--- config.mk ---
export PLATFORM = sky130hd
export DESIGN_NAME = contention_arbiter_n
export DESIGN_NICKNAME = d
export VERILOG_FILES = /design/src/rtl/contention_arbiter_n.sv
export SDC_FILE = /design/constraint.sdc
export NUM_CORES = 1
export LEC_CHECK = 0
export ABC_AREA = 1
export CELL_PAD_IN_SITES_DETAIL_PLACEMENT = 1
export CELL_PAD_IN_SITES_GLOBAL_PLACEMENT = 2
export CORE_UTILIZATION = 26
export CTS_BUF_LIST = sky130_fd_sc_hd__clkbuf_4 sky130_fd_sc_hd__clkbuf_8 sky130_fd_sc_hd__clkbuf_16
export DETAILED_ROUTE_END_ITERATION = 6
export PLACE_DENSITY_LB_ADDON = 0.05
export SLEW_MARGIN = 20
export SYNTH_ARGS = -nofsm -noshare
export SYNTH_HDL_FRONTEND = slang
export SYNTH_SLANG_ARGS = --single-unit
--- constraint.sdc ---
create_clock -name clk -period 3.7 [get_ports clk]
set_input_delay 0.74 -clock clk [delete_from_list [all_inputs] [get_ports clk]]
set_output_delay 0.74 -clock clk [all_outputs]
set_load 0.02 [all_outputs]
--- src/rtl/contention_arbiter_n.sv ---
// contention_arbiter_n: arbitrates N_CH pixel channels onto one z-buffer port.
// Highest-fill with age-based forcing (MODE 0) or round-robin (MODE 1); IDLE/SEND/ACK handshake.
module contention_arbiter_n #(
    parameter int N_CH        = 4,
    parameter int PIXEL_WIDTH = 8,
    parameter int LENGTH      = 8,
    parameter int MODE        = 0,
    parameter int AGE_LIMIT   = 3,
    localparam int IW         = $clog2(N_CH)
) (
    input  logic                        clk,
    input  logic                        rst_n,
    input  logic [N_CH*PIXEL_WIDTH-1:0] pix_in,
    input  logic [N_CH*LENGTH-1:0]      fill,
    input  logic [N_CH-1:0]             req,
    output logic [N_CH-1:0]             ack,
    input  logic                        rdy_z_buffer,
    output logic                        send_z_buffer,
    output logic [PIXEL_WIDTH-1:0]      pix_out,
    output logic [IW-1:0]               grant_id
);
    typedef enum logic [1:0] {IDLE, SEND, ACK} state_t;

    state_t            state, state_nxt;
    logic [N_CH-1:0]   elig;
    logic [3:0]        age [N_CH];
    logic [IW-1:0]     rr, win, cand;
    logic [LENGTH-1:0] best;
    logic              any, aged;

    for (genvar g = 0; g < N_CH; g++) begin : g_elig
        assign elig[g] = req[g] && (fill[g*LENGTH +: LENGTH] != '0);
    end

    always_comb begin
        win  = '0;
        best = '0;
        cand = '0;
        aged = 1'b0;
        any  = |elig;
        if (MODE == 0) begin
            // Descending scans let the lowest index overwrite on ties.
            for (int i = N_CH-1; i >= 0; i--)
                if (elig[i] && age[i] == 4'(AGE_LIMIT)) begin
                    win  = IW'(i);
                    aged = 1'b1;
                end
            if (!aged)
                for (int i = N_CH-1; i >= 0; i--)
                    if (elig[i] && fill[i*LENGTH +: LENGTH] >= best) begin
                        win  = IW'(i);
                        best = fill[i*LENGTH +: LENGTH];
                    end
        end else begin
            for (int k = N_CH-1; k >= 0; k--) begin
                cand = rr + IW'(k);
                if (elig[cand]) win = cand;
            end
        end
    end

    always_comb begin
        state_nxt     = state;
        send_z_buffer = 1'b0;
        ack           = '0;
        case (state)
            IDLE: state_nxt = any ? SEND : IDLE;
            SEND: begin
                send_z_buffer = 1'b1;
                state_nxt     = rdy_z_buffer ? ACK : SEND;
            end
            ACK: begin
                ack       = N_CH'(1) << grant_id;
                state_nxt = IDLE;
            end
            default: state_nxt = IDLE;
        endcase
    end

    always_ff @(posedge clk or negedge rst_n) begin
        if (!rst_n) begin
            state    <= IDLE;
            pix_out  <= '0;
            grant_id <= '0;
            rr       <= '0;
            for (int i = 0; i < N_CH; i++) age[i] <= '0;
        end else begin
            state <= state_nxt;
            if (state == IDLE && any) begin
                grant_id <= win;
                pix_out  <= pix_in[win*PIXEL_WIDTH +: PIXEL_WIDTH];
            end
            if (state == ACK) rr <= grant_id + 1'b1;
            // With nothing eligible every age clears, same as a decision with no losers.
            if (state == IDLE)
                for (int i = 0; i < N_CH; i++)
                    if (!elig[i] || (any && IW'(i) == win)) age[i] <= '0;
                    else if (age[i] < 4'(AGE_LIMIT)) age[i] <= age[i] + 4'd1;
        end
    end
endmodule

## Word level (Yosys, flattened, before mapping)

Index checks and enable logic that the tools add are counted.

| storage, ports and cells | value |
|---|---|
| register bits | 28 |
| memory bits (writable) | 0 |
| bits in read-only memories | 0 |
| output and inout port bits | 15 |
| memories kept | 0 |
| latch bits | 0 |

| operators by class | value |
|---|---|
| bitwise gates (word level) | 0 |
| add/sub/neg operators | 4 |
| shifts and indexed selects | 2 |
| div/mod/pow operators | 0 |
| reductions and logical operators | 40 |
| $lt $le $gt $ge | 8 |
| $mul | 0 |
| eq/ne operators | 9 |
| muxes and demuxes | 32 |

Operators with widths:

| kind | number |
|---|---|
| $mux W8 | 6 |
| $mux W4 | 9 |
| $reduce_bool A8 Y1 | 4 |
| $shiftx A32 B6 Y8 | 1 |
| $ge A8 B8 Y1 | 3 |
| $mux W2 | 10 |
| $logic_and A1 B1 Y1 | 17 |
| $add A4 B1 Y4 const B | 4 |
| $eq A4 B2 Y1 const B | 4 |
| $lt A4 B2 Y1 const B | 4 |
| $ge A8 B1 Y1 const B | 1 |
| $reduce_and A2 Y1 | 4 |
| $reduce_bool A2 Y1 | 4 |
| $mux W1 | 6 |
| $eq A2 B2 Y1 const A | 2 |
| $logic_not A1 Y1 | 4 |
| $logic_not A2 Y1 | 2 |
| $logic_or A1 B1 Y1 | 4 |
| $pmux W2 S2 | 1 |
| $reduce_or A4 Y1 | 1 |
| $shl A1 B2 Y4 const A | 1 |
| $eq A1 B2 Y1 const A | 1 |
| $eq A2 B1 Y1 const B | 1 |
| $eq A2 B2 Y1 const B | 1 |

## Logic depth before layout (Yosys ltp)

Gate-level depths: netlist (run 1).

| depth | value |
|---|---|
| depth in word-level cells | 25 |
| gate-level depth with buffers | 43 |
| mapped depth without buffers | 42 |

## Least setup slack after synthesis (run 1)

Ideal clock, no wire load.

| path | value |
|---|---|
| path type | in2reg |
| start | input fill[31] |
| end | register age[0] (netlist name) |
| slack | -1425 ps |
| cell stages on the path | 38 |
| path buffers | 3 |
| arrival time | 5049 ps |
| path through | nor2_1 nand2_1 nor2_4 nor2_4 nand2_1 ha_1 a21oi_1 nor2_1 nor3_1 nand3_1 nand2_2 clkbuf_1 nand2_1 o21ai_0 ha_1 a21oi_1 nor2_1 nor3_1 [... 2 more ...] clkbuf_1 o21ai_0 ha_1 nand2_1 nor2_1 nand4_1 nand3_1 nand2_1 nand3_1 clkinv_1 nand2_4 nand2_4 buf_6 nand2_2 nand3_2 nand2_4 nand2_1 o21ai_1 |

| on the way | value |
|---|---|
| word-level cells in the longest chain between the ends | 22 |

Ends and longest elaborated chain:

| element | line | text |
|---|---|---|
| start: declaration | 14 | `input logic [N_CH*LENGTH-1:0] fill,` |
| parallel branches: the longest is 19 deep, another holds $ge A8 B1 Y1 | - |  |
| $logic_or A1 B1 Y1 (*) | 97 | `if (!elig[i] \|\| (any && IW'(i) == win)) age[i] <= '0;` |
| $reduce_bool A2 Y1 (no line) | - |  |
| $reduce_and A2 Y1 (no line) | - |  |
| end signal: indexed assignment | 97 |  |
| end: declaration | 26 | `logic [3:0] age [N_CH];` |

Every way passes the cells marked *. The select of a mux whose other input is x is not followed.
A chain may end at the register's enable or synchronous reset.

## Worst setup path after layout (run 1)

| path | value |
|---|---|
| start | input fill[30] |
| end | register age[4] (netlist name) |

| on the way | value |
|---|---|
| word-level cells in the longest chain between the ends | 22 |

Ends and longest elaborated chain:

| element | line |
|---|---|
| parallel branches: the longest is 18 deep, another holds $ge A8 B1 Y1 | - |
| $logic_and A1 B1 Y1 (*) | 97 |
| $logic_or A1 B1 Y1 (*) | 97 |
| $reduce_bool A2 Y1 (no line) | - |
| $reduce_and A2 Y1 (no line) | - |

Marks and branches as above.

==> results_tabular.tex, run 1 <==
\begin{tabular}{lr}
\hline
Metric & Value \\
\hline
\multicolumn{2}{l}{\textbf{Timing}} \\
\quad Setup violation total in the final timing report & 26 \\
\quad Final count of pins violating max slew & 0 \\
\quad Clock skew & 0.00249 ns \\
\quad Worst-Margin Slew & 0.547 ns \\
\quad Min Clock Period, post-route & 5.17 ns \\
\quad Post-route clock period utilization & 140\% \\
\quad Achievable Freq & 193 MHz \\
\quad Setup WS post-layout & -1.47 ns \\
\quad Worst relative slew slack & 63.5\% \\
\quad Final Hold Viols & 0 \\
\quad Final total negative setup slack & -36.98 ns \\
\quad Setup repair after global routing missed its margin & true \\
\multicolumn{2}{l}{\textbf{Layout}} \\
\quad Fraction of final layout cells sized beyond drive strength 1 & 39.0\% \\
\quad \# diodes & 0 \\
\quad Final Cell Area & 0.00505 sq mm \\
\quad Number of nets in the layout & 672 \\
\quad Number of standard cells in the final layout excluding fillers & 705 \\
\quad Final Util & 51.4\% \\
\quad Commonest non-fill, non-tap cell in the layout & sky130\_fd\_sc\_hd\_\_nand2\_1 \\
\quad Area Growth Syn to Fin & 90.4\% \\
\quad Fill count & 1218 \\
\quad Most frequent cells in the layout & 91 x sky130\_fd\_sc\_hd\_\_nand2\_1, 76 x sky130\_fd\_sc\_hd\_\_clkdlybuf4s50\_1, 65 x sky130\_fd\_sc\_hd\_\_buf\_4 \\
\multicolumn{2}{l}{\textbf{Floorplanning}} \\
\quad Width of the die & 103 um \\
\quad Die outline area & 0.0106 sq mm \\
\quad Vertical extent of the die & 103 um \\
\quad Total core area & 0.00982 sq mm \\
\quad Top-Level Pins & 86 \\
\quad Site row count & 36 \\
\quad Initial standard-cell utilization of the core & 27.0\% \\
\multicolumn{2}{l}{\textbf{Synthesis}} \\
\quad Number of register bits inferred by synthesis & 28 \\
\quad Number of enable flip-flop cells after synthesis & 0 \\
\quad Synth async-reset ratio & 100\% \\
\quad Post-Syn Instances & 406 \\
\quad Combined area of all synthesized cells & 0.00265 sq mm \\
\quad Total nets after synthesis & 505 \\
\quad Yosys warnings & 0 \\
\quad Library cells used by synthesis & 29 \\
\quad Post-synthesis area per instance & 6.53 sq um \\
\quad Fraction of the yosys area taken by sequential cells & 26.4\% \\
\quad Synth Flop Type & sky130\_fd\_sc\_hd\_\_dfrtp\_1 \\
\multicolumn{2}{l}{\textbf{Routing}} \\
\quad First-pass detailed-route iteration total & 4 \\
\quad Routed via count & 3256 \\
\quad Drt via density & 4.62 \\
\quad Detailed-route wire length per cell & 15.2 um \\
\quad Violation count after the first detailed-route iteration & 53 \\
\quad Routed Antenna Nets & 0 \\
\quad Number of design rule violations left after detail routing & 0 \\
\quad Wirelength, routed & 10.7 mm \\
\multicolumn{2}{l}{\textbf{Worst hold path}} \\
\quad Hold Path Cell Cnt & 2 \\
\quad Path type of the worst min-delay path & flip-flop to flip-flop \\
\quad Startpoint of the worst hold path & pix\_out[7]\$\_DFFE\_PN0P\_ \\
\quad End point of the most critical hold path & pix\_out[7]\$\_DFFE\_PN0P\_ \\
\multicolumn{2}{l}{\textbf{Placement}} \\
\quad DP Area & 0.00401 sq mm \\
\quad Setup Slack @ Placement & -2.44 ns \\
\quad Port Buf Inserts & 85 \\
\quad Final HPWL from detailed placement & 7.23 mm \\
\quad Global placement routability congestion & 0.758 \\
\quad Cell Count Post-Placement & 662 \\
\multicolumn{2}{l}{\textbf{Clocking}} \\
\quad Root Buffer & sky130\_fd\_sc\_hd\_\_clkbuf\_8 \\
\quad Clock tree from TritonCTS & done \\
\quad Clock buffers created by TritonCTS & 3 \\
\quad Insertion delay of the later-clocked pin in the worst-skew pair & 0.27 ns \\
\quad Clock slew at reported path FFs & 0.09 ns \\
\quad H-tree depth & 1 \\
\quad Maximum count of clock buffers along a single path & 2 \\
\quad Number of buffers inserted by hold repair at cts & 0 \\
\quad CTS sink count & 28 \\
\multicolumn{2}{l}{\textbf{Power and ir drop}} \\
\quad LEAKAGE & 2.39 nW \\
\quad Worst IR drop on VDD & 321 uV \\
\quad Power Dens Cells & 442 mW/mm\^{}2 \\
\multicolumn{2}{l}{\textbf{Worst setup path}} \\
\quad Arrival time of data at the critical path endpoint & 5.34 ns \\
\quad Slowest cell on the critical path & sky130\_fd\_sc\_hd\_\_ha\_2 \\
\quad End of the worst register-to-register path & age[4]\$\_DFFE\_PN0P\_ \\
\quad Crit Path Class & input pin to flip-flop \\
\quad Reg2reg path depth & 18 \\
\quad Worst Setup Start Kind & input pin \\
\quad Worst EP required & 3.87 ns \\
\quad Critical Path Fanout Max & 8 \\
\quad Most frequent cell on the critical path & sky130\_fd\_sc\_hd\_\_nand2\_2 \\
\quad Startpoint of the worst-slack reg-to-reg timing path & age[4]\$\_DFFE\_PN0P\_ \\
\quad CP max stage delay & 0.32 ns \\
\quad Critical Path Sink Type & flip-flop \\
\quad R2r setup slk & 1.56 ns \\
\multicolumn{2}{l}{\textbf{Global routing}} \\
\quad Sum of overflow across all layers after global routing & 0 \\
\quad Combined global-route utilization of all metal layers & 19.0\% \\
\quad Antenna violations before repair & 0 \\
\quad Wire length of the first global-routing pass & 15.8 mm \\
\quad Maximum number of pins on one net before global-route repair & 29 \\
\quad Vias in the first global route & 3332 \\
\multicolumn{2}{l}{\textbf{Run status}} \\
\quad Violated checks & setup timing \\
\quad Run status & complete, but fails checks \\
\multicolumn{2}{l}{\textbf{Run}} \\
\quad Total of max-cap violations & 0 \\
\hline
\end{tabular}
[synthesized netlist by cell type, types with 2 or more instances]
| library cell | n | area [sq um] |
|---|---|---|
| sky130_fd_sc_hd__nand2_2 | 8 | 50.1 |
| sky130_fd_sc_hd__inv_1 | 33 | 124 |
| sky130_fd_sc_hd__ha_1 | 28 | 350 |
| sky130_fd_sc_hd__nor2_1 | 53 | 199 |
| sky130_fd_sc_hd__buf_2 | 4 | 20.0 |
| sky130_fd_sc_hd__o21ai_0 | 22 | 110 |
| sky130_fd_sc_hd__nor3_1 | 7 | 35.0 |
| sky130_fd_sc_hd__dfrtp_1 | 28 | 701 |
| sky130_fd_sc_hd__clkbuf_1 | 2 | 7.51 |
| sky130_fd_sc_hd__o21ai_1 | 2 | 10.0 |
| sky130_fd_sc_hd__buf_6 | 3 | 33.8 |
| sky130_fd_sc_hd__nor2_2 | 3 | 18.8 |
| sky130_fd_sc_hd__nand2_1 | 126 | 473 |
| sky130_fd_sc_hd__o21a_1 | 3 | 22.5 |
| sky130_fd_sc_hd__clkinv_1 | 3 | 11.3 |
| sky130_fd_sc_hd__nor2_4 | 2 | 22.5 |
| sky130_fd_sc_hd__nand2_4 | 3 | 33.8 |
| sky130_fd_sc_hd__a21oi_1 | 11 | 55.1 |
| sky130_fd_sc_hd__nand3_1 | 33 | 165 |
| sky130_fd_sc_hd__inv_2 | 9 | 33.8 |
| sky130_fd_sc_hd__nand4_1 | 15 | 93.8 |
[report_power, final]
part           total (mW)  leakage [nW]  internal [mW]  switching [mW]
Sequential          0.471         0.362          0.404          0.0677
Combinational        1.52          1.99          0.692           0.830
Clock               0.237        0.0357          0.145          0.0918
[through the flow]
| step | hold slack, ns | total power [mW] |
|---|---|---|
| finish | 0.497 | 2.23 |
| global route | 0.530 | 2.43 |
| CTS | 0.505 | 2.10 |
| detailed placement | 0.475 | 1.65 |
| global placement | 0.465 | 1.63 |
| floorplan | 0.444 | 1.21 |
[critical path: cells and delay by family]
kind | cells | cell delay, ns
and+or+nand+nor | 27 | 2.45
adders and majority gates | 3 | 0.76
buffers and inverters | 8 | 0.84
AOI/OAI and AO/OA | 5 | 0.50
[how the worst max path moves through the flow]
stage / from / end / slack, ns / depth (start not counted)
3_5_place_dp: fill[28] / age[8]$_DFFE_PN0P_ / -2.44 / 36
6_report: fill[30] / age[4]$_DFFE_PN0P_ / -1.47 / 43
2_1_floorplan: fill[28] / age[5]$_DFFE_PN0P_ / -1.10 / 38
5_1_grt: fill[25] / age[13]$_DFFE_PN0P_ / -1.74 / 41
3_3_place_gp: fill[28] / age[9]$_DFFE_PN0P_ / -2.35 / 35
4_1_cts: fill[25] / age[4]$_DFFE_PN0P_ / -1.17 / 38
[timing repair]
item                                    in CTS  in global routing
cloned                                       5                  2
resized for setup                          130                 68
pin swaps                                   55                 39
endpoints found under the setup margin      26                 26
buffers inserted                            27                  5
endpoints found under the hold margin        0                  0
[flip-flops by register name (all words and copies together) (netlist names)]
signal	count
age	16
grant_id	2
pix_out	8
state	2
[layout make-up]
class	count	area (sq um)	area share (%)
repair buffers	169	1640	32.4
flip-flops and latches	28	701	13.9
clock buffers	3	41.3	0.818
clock inverters	1	30.0	0.595
multi-input cells	326	2290	45.5
well taps	133	166	3.30
inverters	45	179	3.54
[metal layers]
layer | vias to the layer above | track usage, % | routed length [um]
li1 | 1657 | - | -
met1 | 1536 | 24.9 | 4840
met2 | 53 | 33.9 | 5460
met3 | 10 | 1.90 | 285
met4 | 0 | 3.58 | 126
met5 | - | 0 | 0
[cell families after synthesis]
kind of cell / count (synthesis) / synth area share [%]
and+or+nand+nor: 254 / 42.9
muxes: 1 / 0.378
DFF: 28 / 26.4
AOI/OAI and AO/OA: 39 / 7.79
xor gates and xnor gates: 1 / 0.330
adders and majority gates: 28 / 13.2
buffers and inverters: 55 / 8.97
No activity file was read; power rests on OpenSTA's default activity.
==> inputs of run 2 (changes only) <==
--- a/config.mk
+++ b/config.mk
@@ -6,10 +6,10 @@
 export NUM_CORES = 1
 export LEC_CHECK = 0
 export ABC_AREA = 1
+export CAP_MARGIN = 20
 export CELL_PAD_IN_SITES_DETAIL_PLACEMENT = 1
 export CELL_PAD_IN_SITES_GLOBAL_PLACEMENT = 2
 export CORE_UTILIZATION = 26
-export CTS_BUF_LIST = sky130_fd_sc_hd__clkbuf_4 sky130_fd_sc_hd__clkbuf_8 sky130_fd_sc_hd__clkbuf_16
 export DETAILED_ROUTE_END_ITERATION = 6
 export PLACE_DENSITY_LB_ADDON = 0.05
 export SLEW_MARGIN = 20
==> results of run 2 <==
Same layout as run 1: the final DEF is identical, and so are final timing and power.
